<file path="config.mk">
export PLATFORM = sky130hd
export DESIGN_NAME = intc_cp0_sched
export DESIGN_NICKNAME = d
export VERILOG_FILES = /design/src/rtl/intc_cp0_sched.sv
export SDC_FILE = /design/constraint.sdc
export NUM_CORES = 1
export LEC_CHECK = 0
export ABC_CLOCK_PERIOD_IN_PS = 2860
export CAP_MARGIN = 20
export CORE_ASPECT_RATIO = 0.75
export CORE_UTILIZATION = 45
export CTS_BUF_LIST = sky130_fd_sc_hd__clkbuf_16
export DETAILED_ROUTE_END_ITERATION = 6
export GPL_ROUTABILITY_DRIVEN = 1
export PLACE_DENSITY = 0.84
export SLEW_MARGIN = 20
export SYNTH_ARGS = -nofsm -noshare
export SYNTH_HDL_FRONTEND = slang
export SYNTH_SLANG_ARGS = --single-unit
</file>
<file path="constraint.sdc">
create_clock -name clk -period 2.86 [get_ports clk]
set_input_delay 0.429 -clock clk [delete_from_list [all_inputs] [get_ports clk]]
set_output_delay 0.429 -clock clk [all_outputs]
set_load 0.005 [all_outputs]
</file>
<file path="src/rtl/intc_cp0_sched.sv">
// rtl/intc_cp0_sched.sv - interrupt synchroniser, latch/mask and CP0 HWINT request sequencer
// Optional build macro: INTC_PRIORITY_EN (hw_int carries only the lowest-index request)
module intc_cp0_sched #(
    parameter int N_SRC       = 6,
    parameter int SYNC_STAGES = 2
) (
    input  logic             clk,
    input  logic             rst,
    input  logic [N_SRC-1:0] irq_in,
    input  logic [1:0]       reg_addr,
    input  logic             reg_we,
    input  logic [31:0]      reg_wd,
    output logic [31:0]      reg_rd,
    input  logic             cp0_take,
    input  logic             cp0_eret,
    output logic [5:0]       hw_int
);
    typedef enum logic [1:0] {
        IDLE    = 2'd0,
        REQ     = 2'd1,
        SERVICE = 2'd2
    } state_t;

    localparam logic [1:0] A_PEND = 2'd0;
    localparam logic [1:0] A_MASK = 2'd1;
    localparam logic [1:0] A_MODE = 2'd2;
    localparam logic [1:0] A_STAT = 2'd3;

    logic [SYNC_STAGES-1:0][N_SRC-1:0] sync_q;
    logic [N_SRC-1:0] s;
    logic [N_SRC-1:0] prev;
    logic [N_SRC-1:0] pend;
    logic [N_SRC-1:0] pend_d;
    logic [N_SRC-1:0] mask;
    logic [N_SRC-1:0] mode;
    logic [N_SRC-1:0] req;
    logic [N_SRC-1:0] rise;
    logic [N_SRC-1:0] w1c;
    logic [5:0]       req6;
    logic [5:0]       hw_d;
    logic [2:0]       low_idx;
    logic [2:0]       svc_id;
    logic             unused_wd;
    state_t           state;
    state_t           next_state;

    assign unused_wd = ^reg_wd[31:N_SRC];

    always_ff @(posedge clk or negedge rst) begin
        if (!rst) begin
            sync_q <= '0;
            prev   <= '0;
        end else begin
            sync_q[0] <= irq_in;
            for (int i = 1; i < SYNC_STAGES; i++) begin
                sync_q[i] <= sync_q[i-1];
            end
            prev <= s;
        end
    end

    assign s    = sync_q[SYNC_STAGES-1];
    assign rise = s & ~prev;
    assign w1c  = (reg_we && reg_addr == A_PEND) ? reg_wd[N_SRC-1:0] : '0;

    // Edge sources hold until W1C (a new edge beats a same-cycle clear); level sources track s.
    assign pend_d = (mode & (rise | (pend & ~w1c))) | (~mode & s);
    assign req    = pend & mask;

    always_ff @(posedge clk or negedge rst) begin
        if (!rst) begin
            pend <= '0;
            mask <= '0;
            mode <= '0;
        end else begin
            pend <= pend_d;
            if (reg_we) begin
                case (reg_addr)
                    A_MASK:  mask <= reg_wd[N_SRC-1:0];
                    A_MODE:  mode <= reg_wd[N_SRC-1:0];
                    default: ;
                endcase
            end
        end
    end

    always_comb begin
        req6              = '0;
        req6[N_SRC-1:0]   = req;
        low_idx           = '0;
        for (int i = N_SRC - 1; i >= 0; i--) begin
            if (req[i]) begin
                low_idx = 3'(i);
            end
        end
    end

    always_ff @(posedge clk or negedge rst) begin
        if (!rst) begin
            state <= IDLE;
        end else begin
            state <= next_state;
        end
    end

    always_comb begin
        next_state = state;
        case (state)
            IDLE:    if (req != '0) next_state = REQ;
            REQ: begin
                if (cp0_take) begin
                    next_state = SERVICE;
                end else if (req == '0) begin
                    next_state = IDLE;
                end
            end
            SERVICE: if (cp0_eret) next_state = IDLE;
            default: next_state = IDLE;
        endcase
    end

    // Request is only presented while headed into REQ, giving CP0 a clean gap across ERET.
    always_comb begin
        hw_d = '0;
        if (next_state == REQ) begin
`ifdef INTC_PRIORITY_EN
            hw_d = req6 & (~req6 + 6'd1);
`else
            hw_d = req6;
`endif
        end
    end

    always_ff @(posedge clk or negedge rst) begin
        if (!rst) begin
            hw_int <= '0;
            svc_id <= '0;
        end else begin
            hw_int <= hw_d;
            if (state == REQ && cp0_take) begin
                svc_id <= low_idx;
            end
        end
    end

    always_comb begin
        reg_rd = '0;
        case (reg_addr)
            A_PEND:  reg_rd[N_SRC-1:0] = pend;
            A_MASK:  reg_rd[N_SRC-1:0] = mask;
            A_MODE:  reg_rd[N_SRC-1:0] = mode;
            A_STAT:  reg_rd = {25'd0, svc_id, 2'b00, state};
            default: reg_rd = '0;
        endcase
    end

endmodule

</file>
Yosys cells after proc, flatten, opt, wreduce, memory -nomap -nowiden
Index checks and enable logic that the tools add are counted.
- add/subtract/negate cells: 0
- multiply operators: 0
- div/mod/pow operators: 0
- $lt $le $gt $ge: 0
- equal/unequal tests: 6
- shift operators: 0
- muxes and demuxes: 15
- bitwise logic cells: 10
- reduce and logical (&&, ||, !) cells: 8
- operators with widths (cell ; number):
    AND 6 bit ; 5
    one-hot mux 6 bit (4 select lines) ; 1
    2-to-1 mux 3 bit ; 6
    inverter 6 bit ; 3
    2-to-1 mux 6 bit ; 2
    bitwise OR 6 bit ; 2
    2-to-1 mux 2 bit ; 4
    == test 2 x 1 -> 1 bit (second input constant) ; 3
    == test 2 bit (second input constant) ; 3
    zero test 6 bit ; 1
    one-hot mux 2 bit (3 select lines) ; 1
    nonzero test 6 bit ; 1
    zero test 2 bit ; 2
    AND reduction 2 bit ; 2
    logical AND 1 bit ; 2
    2-to-1 mux 1 bit ; 1
- flip-flop bits (word level): 47
- bits in latches: 0
- bits in writable memories: 0
- bits in read-only memories: 0
- output and inout port bits: 38
- word-level logic and storage cells: 48
- memories: 0

Depth between registers and ports, before layout
Gate-level depths: netlist (run 1).
- word-level depth: 8
- mapped depth: 4

Worst setup path before layout (run 1)
OpenSTA, ideal clock, no wires.
- kind: input port to output port
- from: input reg_addr[1]
- to: output reg_rd[4]
- arrival time: 1.159 ns
- setup slack: 1.272 ns
- cell stages on the path: 2
- path buffers: 1
- path through: buf_4 -> mux4_1
- word-level cells in the longest chain between the ends: 2
- elaborated cells on any way between the ends: 5
- classes of those cells: 3 x eq/ne; 1 x mux; 1 x reduce/logical
- RTL lines (element ; line ; text):
    start: declaration ; 10 ; input logic [1:0] reg_addr,
    == test 2 bit, or another cell as far along ; 148 ; case (reg_addr)
    one-hot mux 6 bit (4 select lines) (*) ; 148 ;
    end: declaration ; 13 ; output logic [31:0] reg_rd,
Every way passes the cells marked *; elsewhere a longest branch is shown, timed or not.

Final worst setup path (run 1)
- from: input reg_addr[0]
- to: output reg_rd[0]
Same word-level chain as after synthesis.

==> flow_summary_export.csv, run 1 <==
group,metric,value,unit
run_status,status,"finished, final reports clean",
sta,slew_viol_final,0,
sta,fin_skew,0.001873,ns
clocking,cts.clk_slew.worst_paths,0.06,ns
sta,fmax,394.1,MHz
route,wl_per_cell,13.86,um
critical_path,r2r-start,"pend[4]",
clocking,cts_tree,"yes",
clocking,htree_num_levels,2,
critical_path,r2r-end,"svc_id[0]",
sta,finalCritPeriodShare,0.8871,
critical_path,reg2reg_depth,4,
logic_synthesis,synth_ff_type,"dfrtp_1",
floorplan,initial_utilization,0.4803,
clocking,clock-sinks,47,
sta,tightestPinTransition,0.5674,ns
global_route,track_usage,0.1612,
sta,relSlewSlack,0.6217,
critical_path,cp.required,2.43,ns
floorplan,fp.dieArea,0.004679,mm2
critical_path,r2r_slack,1.54,ns
finish,area_growth,21.33,%
clocking,clock_path_buffers,2,
logic_synthesis,yosys-top-cells-count,"dfrtp_1 (47), buf_4 (26), nand2_1 (26)",
logic_synthesis,synth_top_area_frac,0.5931,
sta,rsz0062_at_grt,"no",
critical_path,endpoint_kind,"primary output",
clocking,cts-root-buf,"clkbuf_16",
logic_synthesis,syn_area,0.001983,mm2
finish,drive_gt1_frac,0.1649,
logic_synthesis,ys_types,24,
global_route,antenna_found_initial,0,
route,ant_nets,0,
place,io_buffer_count,31,
clocking,numCtsBuffers,5,
finish,fin_util,0.5827,
global_route,grt_pass1_vias,1122,
logic_synthesis,avgSynthCellArea,13.22,um2
logic_synthesis,synth_edf_count,0,
route,first_pass_iters,4,
logic_synthesis,yosys.area.top_type,"dfrtp_1",
critical_path,startpoint_type,"primary input",
sta,setup_violations,0,
floorplan,die-height,59.49,um
floorplan,die_x,78.66,um
place,dp_hpwl,2.428,mm
power,max-vdd-ir-drop,444.1,uV
logic_synthesis,yosysWarnings,0,
logic_synthesis,synth-seq-cells,47,
logic_synthesis,synthArstFlopShare,1.000,
route,drtIter0Drc,89,
route,viasPerCell,4.761,
finish,nNetsFinal,233,
flow_run,cap_violations,0,
sta,hold_viol_final,0,
route,drcViolationCount,0,
logic_synthesis,yosysMostFrequentCell,"dfrtp_1",
clocking,holdBufCountCts,0,
floorplan,core,0.004129,mm2
critical_path,cp_max_fo,8,
critical_path,crit_type,"primary input to primary output",
finish,antenna_cells,0,
floorplan,ios,83,
power,pwr_density_cell,739.1,mW/mm2
clocking,clk_latency,0.28,ns
global_route,overflow,0,
critical_path,crit_arrival,2.11,ns
floorplan,rows,20,
global_route,grt_max_degree,48,
place,place_congestion,0.7543,
clocking,post_cts.repair.setup_buffers,0,
sta,min_period,2.537,ns
route,num_vias,1157,
sta,tns,0,ns
logic_synthesis,yosys-top-cells-area,"dfrtp_1 (59%), buf_4 (9.8%), mux2_2 (7.4%)",
min_path,hp-class,"primary input to asynchronous set/reset pin",
clocking,cts_resized,0,
power,p_leak,1.102,nW
logic_synthesis,synthCells,150,
logic_synthesis,yosysSeqAreaShare,0.5931,
global_route,grt_pass1_wl,5.402,mm
route,wl,3.367,mm
==> state kept, by name, indices dropped and copies added (netlist names) <==
signal,cells
sync_q,6
hw_int,6
mask,6
svc_id,3
prev,6
state,2
mode,6
pend,6
s,6
==> metrics by stage <==
step / hold WS, ns / power, mW / instances / instance area [um2] / setup slack (ns)
finish: 0.1350 / 1.778 / 243 / 2406 / 0.3228
global route: 0.1935 / 1.867 / 243 / 2406 / 0.2470
CTS: 0.3477 / 1.791 / 243 / 2404 / 0.2987
detailed placement: 0.3347 / 1.248 / 236 / 2270 / 0.2987
global placement: 0.3327 / 1.228 / 236 / 2270 / 0.2850
floorplan: 0.1334 / 1.080 / 174 / 2073 / 1.272
==> placed cells by master, fill, tap and decap left out, types with 2 or more instances in the layout <==
master,synthesis,routed
dfrtp_1,47,47
clkdlybuf4s50_1,0,30
nand2_1,26,26
conb_1,1,25
mux2_2,13,13
nor2_1,7,7
a32o_1,7,7
clkbuf_16,0,5
buf_4,26,4
mux4_2,3,3
o21ai_0,3,3
mux2i_1,2,2
nand3b_4,2,2
==> where the power goes <==
group          internal [mW]  leakage [nW]  switching, mW  total (mW)
Clock                  0.314        0.0671          0.227       0.541
Sequential             0.782         0.565         0.0814       0.863
Combinational          0.219         0.470          0.155       0.374
Total                   1.32          1.10          0.463        1.78
==> metal layers <==
metal / vias up / part of all wire / global-route usage
met5: - / 0 / 0
met4: 0 / 0.0048 / 0.04762
met3: 4 / 0.054 / 0.06462
met2: 29 / 0.50 / 0.2509
met1: 576 / 0.44 / 0.2099
li1: 548 / - / -
==> worst max-delay path by stage <==
stage                startpoint  cells past startpoint        end
detailed placement  reg_addr[0]                      3  reg_rd[1]
global route        reg_addr[0]                      3  reg_rd[0]
global placement    reg_addr[0]                      3  reg_rd[1]
floorplan           reg_addr[1]                      2  reg_rd[4]
CTS                 reg_addr[0]                      3  reg_rd[1]
finish              reg_addr[0]                      3  reg_rd[0]
==> worst max-delay path, stage by stage <==
cell	delay (ns)
clkdlybuf4s50_1	0.67
mux4_2	0.56
clkdlybuf4s50_1	0.45
==> final cells by class <==
class | count | area [um2]
clock inverters | 2 | 8.758
clock buffers | 5 | 125.1
multi-input cells | 100 | 696.9
flip-flops and latches | 47 | 1176
repair buffers | 34 | 330.3
fillers | 347 | 1723
well taps | 55 | 68.82
==> logic make-up after synthesis <==
family                 synth area share
muxes                            0.1312
DFF                              0.5931
and+or+nand+nor                  0.1117
other                          0.001891
AOI/OAI and AO/OA               0.06120
buffers and inverters            0.1009
No activity file was read; power rests on OpenSTA's default activity.
==> run 2: changes to the inputs <==
- ABC_CLOCK_PERIOD_IN_PS: 2860 -> 3180
- clock period: 2.86 -> 3.18 ns (I/O delays scaled with it)
==> run 2 against run 1 <==
Compared with the run above:
- core utilization is 0.36 points lower
- routed wire length is 3.8% lower
- largest cell class unchanged
- critical path type unchanged
- worst hold slack improved by 0.052 ns
- global-route usage is 0.069 points lower
- clock power shrank 12%
- sequential power is 10% lower
- via count is 1.4% higher
- clock skew up 0.0034 ns
- worst setup slack better by 0.025 ns
- critical path depth stayed put
- final cell count down 0.82%
==> flow_summary_export.csv, run 2 (same netlist as run 1, synthesis figures left out) <==
group,metric,value,unit
global_route,grt_pass1_vias,1116,
clocking,cts_resized,0,
route,wl_per_cell,13.44,um
sta,setup_violations,0,
run_status,status,"finished, final reports clean",
finish,area_growth,20.57,%
finish,final_common_cell,"dfrtp_1",
route,viasPerCell,4.867,
critical_path,cp.required,2.70,ns
sta,fin_skew,0.005312,ns
floorplan,fp.dieArea,0.004679,mm2
power,max-vdd-ir-drop,379.4,uV
route,num_vias,1173,
critical_path,slowest_stage,"clkdlybuf4s50_1",
global_route,overflow,0,
finish,instances_no_fill,241,
critical_path,crit_arrival,2.36,ns
route,wl,3.238,mm
route,drtIter0Drc,70,
critical_path,slowest_delay,0.84,ns
sta,min_period,2.832,ns
floorplan,core,0.004129,mm2
global_route,antenna_found_initial,0,
place,dp_slack,0.3488,ns
clocking,holdBufCountCts,0,
sta,finalCritPeriodShare,0.8907,
sta,layout_setup_ws,0.3477,ns
finish,antenna_cells,0,
place,place_congestion,0.7873,
place,dpl-instance-area,0.002255,mm2
floorplan,ios,83,
sta,tns,0,ns
power,p_leak,1.092,nW
clocking,clock_path_buffers,2,
place,dp_hpwl,2.297,mm
clocking,cts.clk_slew.worst_paths,0.05,ns
clocking,numCtsBuffers,5,
floorplan,die-height,59.49,um
power,total_power,1.584,mW
clocking,post_cts.repair.setup_buffers,0,
sta,rsz0062_at_grt,"no",
sta,tightestPinTransition,0.5787,ns
finish,nFillCells,363,
route,ant_nets,0,
global_route,track_usage,0.1605,
min_path,hp-class,"primary input to asynchronous set/reset pin",
sta,hold_viol_final,0,
sta,slew_viol_final,0,
power,pwr_density_cell,662.3,mW/mm2
flow_run,cap_violations,0,
critical_path,endpoint_kind,"primary output",
critical_path,crit_type,"primary input to primary output",
finish,nNetsFinal,231,
clocking,cts_tree,"yes",
critical_path,cp_max_fo,11,
critical_path,crit_path_cell_trace,"clkdlybuf4s50_1 > mux4_2 > clkdlybuf4s50_1",
critical_path,critPathMostFrequentCell,"clkdlybuf4s50_1",
route,first_pass_iters,4,
clocking,clock-sinks,47,
floorplan,die_x,78.66,um
sta,relSlewSlack,0.6130,
critical_path,startpoint_type,"primary input",
place,io_buffer_count,31,
finish,final_cell_mix,"dfrtp_1 (47), clkdlybuf4s50_1 (30), nand2_1 (26), conb_1 (25), mux2_2 (13)",
sta,fmax,353.1,MHz
clocking,htree_num_levels,2,
global_route,grt_max_degree,48,
global_route,grt_pass1_wl,5.306,mm
clocking,cts-root-buf,"clkbuf_16",
place,placed_cells,234,
route,drcViolationCount,0,
finish,final_area,0.002391,mm2
clocking,clk_latency,0.28,ns
floorplan,initial_utilization,0.4803,
finish,drive_gt1_frac,0.1559,
floorplan,rows,20,
-- run 2: changes by cell type in the layout (fill, tap and decap cells not counted), sizes merged --
cell  change
buf       -2
-- run 2: worst paths after layout --
| path | cells past startpoint | end | slack, ns | from |
|---|---|---|---|---|
| max | 3 | reg_rd[1] | 0.35 | reg_addr[0] |
| min | 1 | mode[2] | 0.19 | rst |
| max reg2reg | 4 | svc_id[0] | 1.83 | pend[4] |
| min reg2reg | 0 | s[4] | 0.35 | sync_q[4] |
| max in group asynchronous | 1 | hw_int[1] | 2.61 | rst |
| min in group clk | 0 | s[4] | 0.35 | sync_q[4] |
-- run 2: area by class of cell --
cell class / count / area, um2 / share of cell area
Timing Repair Buffer: 32 / 315.3 / 0.1319
Multi-Input combinational cell: 100 / 696.9 / 0.2915
Clock inverter: 2 / 8.758 / 0.003663
Clock buffer: 5 / 125.1 / 0.05233
Sequential cell: 47 / 1176 / 0.4919
Tap cell: 55 / 68.82 / 0.02878
-- run 2: power by group --
part,switching [mW],internal (mW)
combinational,0.135,0.196
sequential,0.0742,0.703
clock,0.193,0.282
-- run 2: critical path: cells and delay by family --
kind	cells	cell delay, ns
buf+inv	2	1.30
mux	1	0.58
-- run 2: metal layers --
layer  part of all wire  up-vias  GRT usage
met5                  0        -          0
li1                   -      545          -
met2               0.48       38     0.2497
met3              0.061        6    0.06308
met1               0.44      584     0.2069
met4              0.012        0    0.05556
-- run 2: metrics by stage --
stage / hold WS [ns] / util
global placement: 0.3316 / 0.5461
finish: 0.1873 / 0.5791
floorplan: 0.1814 / -
detailed placement: 0.3362 / 0.5461
global route: 0.2327 / 0.5791
CTS: 0.3491 / 0.5785
==> edit 1 (settings of run 2) <==
Reset style: synchronous (`rst`), changed in 4 clocked blocks.
--- a/src/rtl/intc_cp0_sched.sv
+++ b/src/rtl/intc_cp0_sched.sv
@@ -46,7 +46,7 @@
 
     assign unused_wd = ^reg_wd[31:N_SRC];
 
-    always_ff @(posedge clk or negedge rst) begin
+    always_ff @(posedge clk) begin
         if (!rst) begin
             sync_q <= '0;
             prev   <= '0;
@@ -67,7 +67,7 @@
     assign pend_d = (mode & (rise | (pend & ~w1c))) | (~mode & s);
     assign req    = pend & mask;
 
-    always_ff @(posedge clk or negedge rst) begin
+    always_ff @(posedge clk) begin
         if (!rst) begin
             pend <= '0;
             mask <= '0;
@@ -95,7 +95,7 @@
         end
     end
 
-    always_ff @(posedge clk or negedge rst) begin
+    always_ff @(posedge clk) begin
         if (!rst) begin
             state <= IDLE;
         end else begin
@@ -131,7 +131,7 @@
         end
     end
 
-    always_ff @(posedge clk or negedge rst) begin
+    always_ff @(posedge clk) begin
         if (!rst) begin
             hw_int <= '0;
             svc_id <= '0;
Formal check against the unedited RTL: differs if rst is asserted again (counterexample within 4 cycles, from zero or initial values and one cycle with rst low); with rst held inactive, the same outputs for 4 cycles.
==> edit 1 against run 2 <==
Sequential cell count unchanged. Register-to-register slack better by 0.22 ns. Critical path depth unchanged. Worst setup slack better by 0.13 ns. Wire length up 8.1%. Design area unchanged. Area after synthesis up 0.44%. Critical path type unchanged.
Power is not compared: it rests on default switching activity, and its combinational part moved more than twofold at a synthesized area within 25%.
==> edit 1: results (changes against run 2) <==
metric	value	unit	change
Reg-to-Reg End	svc_id[2]		
RR Startpoint	pend[3]		
Final nets	280		+21%
global-route wire length before repair	5690	um	+7.3%
Layout fillers	395		+8.8%
Final Instance Count excl. Fillers	290		+20%
largest net degree at the start of global routing	20		-58%
Routability Congestion	0.789		+0.19%
asr flop ratio synth	0		-1.00
vias per cell	4.68		-3.9%
routing usage on met3	0.0492		-0.0138
vias in the first global route	1156		+3.6%
detailed placement HPWL	2530	um	+10%
Cell variety after synth	29		+21%
GR Layer Usage met1	0.224		+0.0168
critical path arrival	2.23	ns	-0.13 ns
post-synthesis sequential area ratio	0.472		-0.121
highest cell delay on the worst timing path	0.72	ns	-0.12 ns
Final Routed Wirelength	3500	um	+8.1%
Clock transition at path regs	0.06	ns	
ranking of synthesized cells by area	dfxtp_1 (47%), buf_4 (10%), and2_1 (5.7%)		
run status	completed		
Least-Margin Pin Slew	0.604	ns	+0.0253 ns
syn_area_per_cell	9.91	sq um	-25%
GR Util All Layers	0.166		+0.00579
R2R Setup Slk	2.05	ns	+0.22 ns
crit-path max FO	7		-4
worst min path class	reg -> reg		
share of cells above drive strength 1	0.0851		-0.0708
edit 1: final cells by class:
| type | instances | area share |
|---|---|---|
| timing repair buffer | 36 | 0.145 |
| tap | 55 | 0.0288 |
| sequential | 47 | 0.394 |
| clock inverter | 2 | 0.00366 |
| multi-input combinational | 145 | 0.376 |
| clock buffer | 5 | 0.0523 |
edit 1: worst max path at each step:
| stage | from | end | slack [ns] |
|---|---|---|---|
| 6_report | reg_addr[0] | reg_rd[0] | 0.48 |
| 5_1_grt | reg_addr[0] | reg_rd[1] | 0.36 |
| 4_1_cts | reg_addr[0] | reg_rd[4] | 0.44 |
| 3_5_place_dp | reg_addr[0] | reg_rd[4] | 0.45 |
| 3_3_place_gp | reg_addr[0] | reg_rd[4] | 0.45 |
| 2_1_floorplan | reg_addr[0] | reg_rd[0] | 1.60 |
edit 1: cell families (layout without fill, tap and decap cells):
| logic type | count (synthesis) | after routing | share of synthesized area |
|---|---|---|---|
| simple gates | 78 | 78 | 0.220 |
| other cells | 1 | 25 | 0.00188 |
| compound gates | 30 | 30 | 0.0986 |
| flops | 47 | 47 | 0.472 |
| buf+inv | 33 | 43 | 0.121 |
| mux | 12 | 12 | 0.0854 |
edit 1: worst register-to-register path, delay by kind of cell, from the launching register on:
family	cells	cell delay [ns]
DFF	1	0.36
and+or+nand+nor	2	0.32
AOI/OAI and AO/OA	2	0.38
edit 1: routing by layer:
layer  wire, um  vias up
met3        167        8
met5          0        -
met1       1730      619
met4         58        0
li1           -      697
met2       1540       32
edit 1: power groups by stage:
| stage | registers [uW] | clock network [uW] | logic (uW) |
|---|---|---|---|
| 2_1_floorplan | 625 | 0 | 78.1 |
| 3_3_place_gp | 627 | 0 | 92.2 |
| 6_report | 615 | 486 | 94.2 |
| 3_5_place_dp | 628 | 0 | 93.8 |
| 5_1_grt | 616 | 519 | 105 |
| 4_1_cts | 615 | 496 | 94.3 |
edit 1: through the flow:
step / utilization / setup WS (ns) / power (uW) / hold slack, ns / area [sq um]
floorplan: - / 1.60 / 703 / 0.412 / 2080
global placement: 0.543 / 0.447 / 719 / 0.414 / 2260
detailed placement: 0.543 / 0.446 / 721 / 0.420 / 2260
CTS: 0.576 / 0.442 / 1210 / 0.434 / 2390
global route: 0.576 / 0.356 / 1240 / 0.444 / 2390
finish: 0.576 / 0.475 / 1190 / 0.430 / 2390
==> edit 2 (settings of run 2) <==
Made on the original files. Change the parameter `N_SRC` from 6 to 3.
--- a/src/rtl/intc_cp0_sched.sv
+++ b/src/rtl/intc_cp0_sched.sv
@@ -1,7 +1,7 @@
 // rtl/intc_cp0_sched.sv - interrupt synchroniser, latch/mask and CP0 HWINT request sequencer
 // Optional build macro: INTC_PRIORITY_EN (hw_int carries only the lowest-index request)
 module intc_cp0_sched #(
-    parameter int N_SRC       = 6,
+    parameter int N_SRC       = 3,
     parameter int SYNC_STAGES = 2
 ) (
     input  logic             clk,
Ports: changed (resized irq_in); port bits go from 83 to 80. No check against the original RTL was run, so the function may have changed too.
==> edit 2 against run 2 <==
Design area decreased by 41%. Maximum frequency increased by 13%. Critical path type unchanged. Combinational power down 45%. Global-route usage fell by 1.9 points. Power is 46% lower. Count of clock-buffer cells in the layout down 2. Wire length down 46%. Critical path depth stayed put. Worst setup slack improved by 0.33 ns. Area after synthesis down 39%. Register-to-register slack better by 0.37 ns. Sequential cell count fell by 22.
==> edit 2: results (changes against run 2) <==
metric	value	unit	change
Least-Margin Pin Slew	0.514	ns	-0.0645 ns
run status	completed		
mux contribution to synthesized area	0.104		-0.0268
CP max-delay cell	mux4_1		
Post-Synth Adder-Cell Area	0		unchanged
crit-path max FO	2		-9
Compound-Gate Fraction of Synth Area	0.0486		-0.0126
Final nets	167		-28%
Worst Setup SP	reg_addr[1]		
Worst-Skew Late Latency	0.25	ns	-0.03 ns
clk_skew	0.00138	ns	-0.00393 ns
Clock Root Buffer	clkbuf_16		
Max VDD drop	0.000368	V	-2.9%
Cell variety after synth	20		-17%
Routed Antenna Nets	0		unchanged
share of cells above drive strength 1	0.137		-0.0188
# H-tree levels	1		-1
Post-CTS Setup Bufs	0		unchanged
Pleak	0.000671	uW	-39%
RR Startpoint	state[1]		
CTS max path bufs	2		unchanged
post-synthesis sequential area ratio	0.517		-0.0760
top post-synthesis cells by count	buf_4 (31), dfrtp_1 (25), nand2_1 (13), mux2_2 (6), nor2_1 (4)		
Reg-to-Reg End	svc_id[0]		
highest cell delay on the worst timing path	0.57	ns	-0.27 ns
detailed placement HPWL	1380	um	-40%
Post-DP Area	1330	sq um	-41%
ranking of synthesized cells by area	dfrtp_1 (52%), buf_4 (19%), mux2_2 (5.6%)		
port buffer count	20		-35%
top_reg_cell synth	dfrtp_1		
global-route wire length before repair	2840	um	-47%
R2R Setup Slk	2.20	ns	+0.37 ns
top sig layer	met4		
Vias	707		-40%
DRT iter0 DRCs	8		-89%
largest net degree at the start of global routing	26		-46%
critical path arrival	2.02	ns	-0.34 ns
Clock transition at path regs	0.06	ns	
met2 routed WL	824	um	-47%
vias in the first global route	619		-45%
Final Cycle Share	0.786		-0.104
hold buffer count at cts	0		unchanged
Worst R2R Path Depth	3		-1
worst min path class	in -> async		
Layout fillers	197		-46%
asr flop ratio synth	1.00		unchanged
GR Util All Layers	0.142		-0.0186
crit path capture	reg_rd[0]		
CP top delay family	buffers and inverters		
DR WL/cell	11.1	um	-17%
Routability Congestion	0.832		+5.7%
yosys synthesis warning count	0		unchanged
met1 WL	779	um	-46%
CTS Buf Count	3		-2
dpl ws	0.678	ns	+0.330 ns
antenna fix cells	0		unchanged
Detail Route met3 WL	109	um	-45%
[edit 2: cell types whose count changed in the layout (fill, tap and decap cells not counted), sizes merged, moves of 2 or more]
| cell | before | now |
|---|---|---|
| nor2 | 7 | 4 |
| nand2 | 26 | 13 |
| clkinv | 2 | 0 |
| conb | 25 | 30 |
| and2 | 2 | 0 |
| a32o | 8 | 3 |
| mux2 | 13 | 6 |
| clkbuf | 5 | 3 |
| dfrtp | 47 | 25 |
| mux4 | 4 | 2 |
| clkdlybuf4s50 | 30 | 19 |
[edit 2: power breakdown]
group	total, uW	switching [uW]	internal (uW)
sequential	418	41.5	377
clock	264	96.5	168
combinational	181	76.3	104
total	863	214	649
[edit 2: worst min-delay path by stage]
stage / start / to / slack, ns / cells after the start
after floorplan: rst / hw_int[0] / 0.18 / 0
after global routing: rst / mode[1] / 0.24 / 1
after detailed placement: sync_q[2] / s[2] / 0.34 / 0
final: rst / sync_q[0] / 0.19 / 1
after CTS: sync_q[2] / s[2] / 0.35 / 0
after global placement: sync_q[2] / s[2] / 0.33 / 0
[edit 2: metal layers]
layer  vias to the layer above  global-route usage
li1                        328                   -
met1                       338               0.182
met2                        37               0.222
met3                         4              0.0303
met4                         0              0.0933
met5                         -                   0
[edit 2: area by class of cell]
type | instances | area [sq um] | area share
Clock buffer | 3 | 75.1 | 0.0534
Tap cell | 34 | 42.5 | 0.0302
Clock inverter | 1 | 3.75 | 0.00267
Sequential cell | 25 | 626 | 0.445
Multi-Input combinational cell | 73 | 449 | 0.319
Timing Repair Buffer | 22 | 210 | 0.149
[edit 2: through the flow]
stage,hold WS (ns),instances
after floorplan,0.181,130
after global placement,0.334,154
after detailed placement,0.337,154
after CTS,0.350,158
after global routing,0.237,158
final,0.193,158
